[config.mk]
export PLATFORM = sky130hd
export DESIGN_NAME = uart_gesture_rx
export DESIGN_NICKNAME = d
export VERILOG_FILES = /design/src/rtl/uart_gesture_rx.sv
export SDC_FILE = /design/constraint.sdc
export NUM_CORES = 1
export LEC_CHECK = 0
export CORE_MARGIN = 1
export CORE_UTILIZATION = 45
export DETAILED_ROUTE_END_ITERATION = 8
export PLACE_DENSITY = 0.75
export RECOVER_POWER = 50
export SYNTH_ARGS = -nofsm -noshare
export SYNTH_HDL_FRONTEND = slang
export SYNTH_SLANG_ARGS = --single-unit
[constraint.sdc]
create_clock -name clk -period 7.03 [get_ports clk]
set_input_delay 1.406 -clock clk [delete_from_list [all_inputs] [get_ports clk]]
set_output_delay 1.406 -clock clk [all_outputs]
set_load 0.05 [all_outputs]
[src/rtl/uart_gesture_rx.sv]
`default_nettype none
// ============================================================================
// Module   : uart_gesture_rx
// Purpose  : 8N1 UART receiver (LSB first) for classifier gesture codes.
//            A byte is forwarded to the gesture decoder only after it has
//            arrived CONFIRM times in a row and lies in 1..MAX_CODE. The
//            forwarded code is held until the next confirmed write.
// Ports    : clk           - system clock
//            reset         - asynchronous, active-low reset
//            rx            - UART serial input (asynchronous, idles high)
//            gesture       - confirmed gesture code (8 bits)
//            gesture_valid - one-cycle pulse on every write of gesture
//            frame_err     - one-cycle pulse when a stop bit is sampled low
// Revision : 1.0 - initial release
// ============================================================================
module uart_gesture_rx #(
  parameter int CLK_HZ   = 50000000,
  parameter int BAUD     = 115200,
  parameter int CONFIRM  = 2,
  parameter int MAX_CODE = 11
) (
  input  logic       clk,
  input  logic       reset,
  input  logic       rx,
  output logic [7:0] gesture,
  output logic       gesture_valid,
  output logic       frame_err
);

  localparam int CPB   = CLK_HZ / BAUD;
  localparam int HALF  = CPB / 2;
  localparam int CNT_W = (CPB > 1) ? $clog2(CPB) : 1;

  localparam logic [CNT_W-1:0] CPB_M1  = CNT_W'(CPB - 1);
  localparam logic [CNT_W-1:0] HALF_M1 = CNT_W'(HALF - 1);
  localparam logic [3:0]       CONF_C  = 4'(CONFIRM);
  localparam logic [7:0]       MAX_C   = 8'(MAX_CODE);

  typedef enum logic [2:0] {
    IDLE     = 3'd0,
    START    = 3'd1,
    DATA     = 3'd2,
    STOP     = 3'd3,
    BRK_WAIT = 3'd4
  } state_t;

  state_t           state_q, state_d;
  logic             rx_meta_q, rx_s_q;
  logic [CNT_W-1:0] cnt_q, cnt_d;
  logic [2:0]       bit_idx_q, bit_idx_d;
  logic [7:0]       shift_q, shift_d;
  logic [7:0]       last_byte_q, last_byte_d;
  logic [3:0]       match_cnt_q, match_cnt_d;
  logic [7:0]       gesture_q, gesture_d;
  logic             gesture_valid_q, gesture_valid_d;
  logic             frame_err_q, frame_err_d;

  // Confirmation bookkeeping for the byte currently held in the shift
  // register; only committed when the stop bit is sampled high.
  logic       byte_ok;
  logic [3:0] match_next;

  always_ff @(posedge clk or negedge reset) begin
    if (!reset) begin
      rx_meta_q       <= 1'b1;
      rx_s_q          <= 1'b1;
      state_q         <= IDLE;
      cnt_q           <= '0;
      bit_idx_q       <= '0;
      shift_q         <= '0;
      last_byte_q     <= '0;
      match_cnt_q     <= '0;
      gesture_q       <= '0;
      gesture_valid_q <= 1'b0;
      frame_err_q     <= 1'b0;
    end else begin
      rx_meta_q       <= rx;
      rx_s_q          <= rx_meta_q;
      state_q         <= state_d;
      cnt_q           <= cnt_d;
      bit_idx_q       <= bit_idx_d;
      shift_q         <= shift_d;
      last_byte_q     <= last_byte_d;
      match_cnt_q     <= match_cnt_d;
      gesture_q       <= gesture_d;
      gesture_valid_q <= gesture_valid_d;
      frame_err_q     <= frame_err_d;
    end
  end

  always_comb begin
    byte_ok    = (shift_q != 8'd0) && (shift_q <= MAX_C);
    match_next = 4'd0;
    if (byte_ok) begin
      if (shift_q == last_byte_q) begin
        // Saturate at CONFIRM so a long run keeps re-confirming.
        match_next = (match_cnt_q >= CONF_C) ? CONF_C : match_cnt_q + 4'd1;
      end else begin
        match_next = 4'd1;
      end
    end
  end

  always_comb begin
    state_d         = state_q;
    cnt_d           = cnt_q;
    bit_idx_d       = bit_idx_q;
    shift_d         = shift_q;
    last_byte_d     = last_byte_q;
    match_cnt_d     = match_cnt_q;
    gesture_d       = gesture_q;
    gesture_valid_d = 1'b0;
    frame_err_d     = 1'b0;

    case (state_q)
      IDLE: begin
        if (!rx_s_q) begin
          cnt_d   = HALF_M1;
          state_d = START;
        end
      end

      START: begin
        if (cnt_q != '0) begin
          cnt_d = cnt_q - CNT_W'(1);
        end else if (rx_s_q) begin
          // Start bit gone by mid-bit: line glitch, not a frame.
          state_d = IDLE;
        end else begin
          cnt_d     = CPB_M1;
          bit_idx_d = 3'd0;
          state_d   = DATA;
        end
      end

      DATA: begin
        if (cnt_q != '0) begin
          cnt_d = cnt_q - CNT_W'(1);
        end else begin
          shift_d[bit_idx_q] = rx_s_q;
          cnt_d              = CPB_M1;
          if (bit_idx_q == 3'd7) begin
            state_d = STOP;
          end else begin
            bit_idx_d = bit_idx_q + 3'd1;
          end
        end
      end

      STOP: begin
        if (cnt_q != '0) begin
          cnt_d = cnt_q - CNT_W'(1);
        end else if (rx_s_q) begin
          state_d     = IDLE;
          last_byte_d = byte_ok ? shift_q : 8'd0;
          match_cnt_d = match_next;
          if (byte_ok && (match_next >= CONF_C)) begin
            gesture_d       = shift_q;
            gesture_valid_d = 1'b1;
          end
        end else begin
          // Bad stop bit: drop the byte and wait out any break condition
          // so a held-low line reports only one error.
          frame_err_d = 1'b1;
          state_d     = BRK_WAIT;
        end
      end

      BRK_WAIT: begin
        if (rx_s_q) begin
          state_d = IDLE;
        end
      end

      default: begin
        state_d = IDLE;
      end
    endcase
  end

  assign gesture       = gesture_q;
  assign gesture_valid = gesture_valid_q;
  assign frame_err     = frame_err_q;

endmodule
`default_nettype wire

## Word-level counts from Yosys, hierarchy flattened

Index checks and enable logic that the tools add are counted.

- Memory bits (writable): 0
- Output and inout bits: 10
- Logic and storage cells: 84
- Flip-flop bits (word level): 47
- Bits in latches: 0
- ROM bits: 0
- Memories kept: 0
- Input port bits: 3

- Shift operators: 0
- Magnitude comparators: 5
- Reductions and logical operators: 14
- Muxes and demuxes: 34
- Divide/modulo/power cells: 0
- Bitwise logic cells: 1
- Add/subtract/negate cells: 3
- Equality and inequality tests: 16
- $mul: 0

Operator list:

| cell | number |
|---|---|
| 2-to-1 mux 9 bit | 5 |
| one-hot mux 9 bit (4 select lines) | 1 |
| 2-to-1 mux 3 bit | 11 |
| != test 2 bit (second input constant) | 9 |
| one-hot mux 3 bit (5 select lines) | 1 |
| 2-to-1 mux 4 bit | 3 |
| nonzero test 9 bit | 1 |
| subtractor 9 x 1 -> 9 bit (second input constant) | 1 |
| bitwise mux 8 bit | 1 |
| == test 8 bit | 1 |
| >= comparator 4 x 2 -> 1 bit (second input constant) | 2 |
| less-or-equal comparator 8 x 4 -> 1 bit (second input constant) | 1 |
| 2-to-1 mux 1 bit | 8 |
| 2-to-1 mux 8 bit | 1 |
| AND reduction 4 bit | 2 |
| nonzero test 8 bit | 1 |
| == test 3 x 2 -> 1 bit (second input constant) | 2 |
| == test 3 bit (second input constant) | 2 |
| one-hot mux 3 bit (2 select lines) | 1 |
| AND reduction 6 bit | 1 |
| AND reduction 5 bit | 1 |
| adder 4 x 1 -> 4 bit (second input constant) | 1 |
| less-than comparator 3 x 4 -> 1 bit (second input constant) | 1 |
| nonzero test 4 bit | 1 |
| 12 further kinds | 14 |

## Logic depth before layout (Yosys ltp)

- Depth in word-level cells: 10
- Mapped depth: 9
- Mapped depth without buffers: 7

## Least setup slack after synthesis

No wires, ideal clock.

- Kind: reg-to-reg
- From: register cnt_q[0]
- To: register gesture_q[2], in the netlist gesture[2]
- Arrival time: 2.442 ns
- Buffers on the path: 1
- Required time: 6.905 ns
- Clock period less this slack: 2.567 ns
- Cell stages (with the launch flop): 9
- Setup time: 0.125 ns
- Slack: 4.463 ns
- Cells stage by stage: dfrtp_1 > inv_1 > ha_1 > buf_2 > nor4b_1 > nand4_2 > nor4_4 > o21ai_2 > mux2_4

- Cells in the longest elaborated chain, start to end: 3

Ends and longest elaborated chain:

| what | RTL line | RTL |
|---|---|---|
| from (decl) | 49 | `logic [CNT_W-1:0] cnt_q, cnt_d;` |
| from (signal assigned) | 80 | `cnt_q <= cnt_d;` |
| nonzero test 9 bit | 151 | `if (cnt_q != '0) begin` |
| inverter 1 bit (no line) | n/a |  |
| AND reduction 4 bit (no line) | n/a |  |
| to (signal assigned) | 85 | `gesture_q <= gesture_d;` |
| to (decl) | 54 | `logic [7:0] gesture_q, gesture_d;` |

Every way passes these cells.
A chain may end at the register's enable or synchronous reset.

==> impl_metrics.json <==
{
  "post_cts_buffers": 0,
  "hold_violations": 0,
  "endpoint_kind": "async pin",
  "gr-total-overflow": 0,
  "crit_required_ps": 6930,
  "via_per_inst": 5.691,
  "slowest_stage": "clkbuf_1",
  "setup_viol": 0,
  "total_power_uw": 453.8,
  "critical_path.top_delay_family": "buffers and inverters",
  "worst_path_largest_cell_delay_ps": 1700,
  "met3_usage": 0.04065,
  "drt_wl_total_microns": 4446,
  "die_h_microns": 74.32,
  "final_layout_size_suffix_gt1_frac": 0.1473,
  "rows": 25,
  "fp.dieW_microns": 74.32,
  "root_buffer": "clkbuf_8",
  "ys_seq_elements": 47,
  "hpwl_microns": 3120,
  "grt_max_degree": 48,
  "maxCapViolCount": 1,
  "period_needed_ps": 3214,
  "tritoncts": "yes",
  "grt_pass1_wl_microns": 7831,
  "drt_pass1_iterations": 4,
  "dieArea_sq_um": 5523,
  "drv_slew": 48,
  "timing.fmax_ghz": 0.3112,
  "port_buffers": 12,
  "clockBufferDepth": 2,
  "yosysWarnings": 0,
  "slew_headroom": -0.6127,
  "cp.arrival_ps": 3120,
  "synth_edf_count": 0,
  "initial_core_util": 0.4823,
  "yosysSeqAreaShare": 0.5008,
  "utilization": 0.5310,
  "area_delta_synth_final_pct": 10.10,
  "grtUsageMet2": 0.2818,
  "drc_errors": 0,
  "async_reset_ff_frac": 1.000,
  "netlist_area_sq_um": 2354,
  "wire_per_inst_microns": 15.28,
  "routabilityCongestion": 0.8809,
  "vias": 1656,
  "finClkSkew_ps": 16.67,
  "critical_path_class": "primary input to async pin",
  "antenna_found_initial": 0,
  "n_fill_cell": 448,
  "fin_nets": 231,
  "clk_pin_slew_ps": 90,
  "violations": "max-capacitance violations, max-slew violations",
  "clock_latency_ps": 310,
  "io_pins": 13,
  "postCtsHoldBufs": 0,
  "crit_chain": "clkbuf_1",
  "syn_inst": 213,
  "grt.total_usage": 0.1880,
  "cp_max_fo": 47,
  "drtIter0Drc": 166,
  "antenna_left": 0,
  "worst_pin_slew_ps": 2419,
  "cts_buffers": 5,
  "core_area_sq_um": 4880,
  "vdd.ir_drop.worst_uv": 100.4,
  "clock-sinks": 47,
  "p_leak_nw": 1.133,
  "ys.flop_type": "dfrtp_1",
  "cts_resized": 0,
  "fin_crit_sh": 0.4572,
  "status": "complete, but fails checks",
  "synthesis.nets": 221,
  "path_buf_inv": 1,
  "use_met1": 0.2710,
  "cp-start-kind": "primary input",
  "p_per_area_nw_per_um2": 175.1,
  "fin_setup_tns_ps": 0,
  "antenna_cells": 0,
  "htree_num_levels": 2,
  "avgSynthCellArea_sq_um": 11.05,
  "busiest_layer": "met2",
  "synth_cell_types": 53,
  "grt_pass1_vias": 1599,
  "rsz0062_at_grt": "no",
  "hp-class": "flip-flop to flip-flop"
}
final cells by class:
class,instances,area [sq um],share of cell area
sequential,47,1179,0.4549
multi-input combinational,152,1097,0.4235
timing repair buffer,12,113.9,0.04394
tap,67,83.83,0.03235
clock buffer,6,82.58,0.03187
inverter,5,18.77,0.007243
clock inverter,2,16.27,0.006277
synth_stat cells (2+ instances only):
cell type,n,area [sq um]
a21oi_1,6,30.03
a22o_1,6,52.55
a31oi_1,3,18.77
a32o_1,2,20.02
and2_1,9,56.30
buf_6,2,22.52
clkbuf_1,5,18.77
dfrtp_1,45,1126
dfstp_2,2,52.55
ha_1,5,62.56
inv_1,5,18.77
mux2_1,3,33.78
mux2_2,5,56.30
mux2_4,4,60.06
nand2_1,11,41.29
nand2b_1,3,18.77
nand3_1,5,25.02
nand4_1,4,25.02
nor2_1,19,71.32
nor3_1,5,25.02
nor4_1,5,31.28
nor4_4,2,42.54
nor4b_1,2,17.52
o21ai_0,13,65.06
o31ai_1,2,15.01
or2_2,3,18.77
or3_1,2,12.51
xnor2_1,10,87.58
cell families after synthesis:
kind of cell / count (synthesis) / synth area share
AND/OR/NAND/NOR: 80 / 0.2084
flip-flops: 47 / 0.5008
XOR/XNOR: 10 / 0.03721
adder cells (fa/ha/maj): 5 / 0.02658
multiplexers: 12 / 0.06379
buffers and inverters: 14 / 0.03137
AO/OA/AOI/OAI: 45 / 0.1319
layout by cell type (no fill, tap or decap), types with 4 or more instances in the layout:
master	count
a21oi_1	6
a22o_1	6
and2_1	9
clkbuf_8	6
clkdlybuf4s50_1	10
dfrtp_1	45
ha_1	5
inv_1	5
mux2_2	5
mux2_4	4
nand2_1	11
nand3_1	5
nand4_1	4
nor2_1	19
nor3_1	5
nor4_1	5
o21ai_0	13
xnor2_1	10
report_power, final:
part	switching, mW	total, mW	internal (mW)	leakage (nW)
Combinational	0.00582	0.00680	0.000981	0.454
Clock	0.0940	0.174	0.0804	0.0474
Sequential	0.00138	0.273	0.271	0.632
Total	0.101	0.454	0.353	1.13
registers in the layout, summed over array words and instances, names as in the netlist:
name           count
bit_idx_q          3
cnt_q              9
frame_err          1
gesture            8
gesture_valid      1
last_byte_q        8
match_cnt_q        4
rx_meta_q          1
rx_s_q             1
shift_q            8
state_q            3
path summary, 6_finish.rpt:
kind,to,slack [ps],from,depth (start not counted)
max,cnt_q[0],3820,reset,1
min,rx_s_q,360,rx_meta_q,0
max reg2reg,gesture[0],3880,cnt_q[0],7
min reg2reg,rx_s_q,360,rx_meta_q,0
max in group clk,gesture[0],3880,cnt_q[0],7
min in group asynchronous,gesture[3],1830,reset,1
per-stage QoR:
stage	std cells	hold WS, ps	area, sq um	setup slack [ps]
after detailed placement	283	346.8	2497	3899
after global placement	283	346.5	2497	4071
final	291	360.4	2591	3816
after CTS	291	360.5	2596	3883
after floorplan	213	345.2	2354	4463
after global routing	291	364.5	2591	3268
per-layer routing:
layer  wire [microns]  vias up
met1             2238      822
met2             2029       27
li1                 -      802
met3              114        5
met5                0        -
met4               64        0
Power figures use the tool's default switching activity.
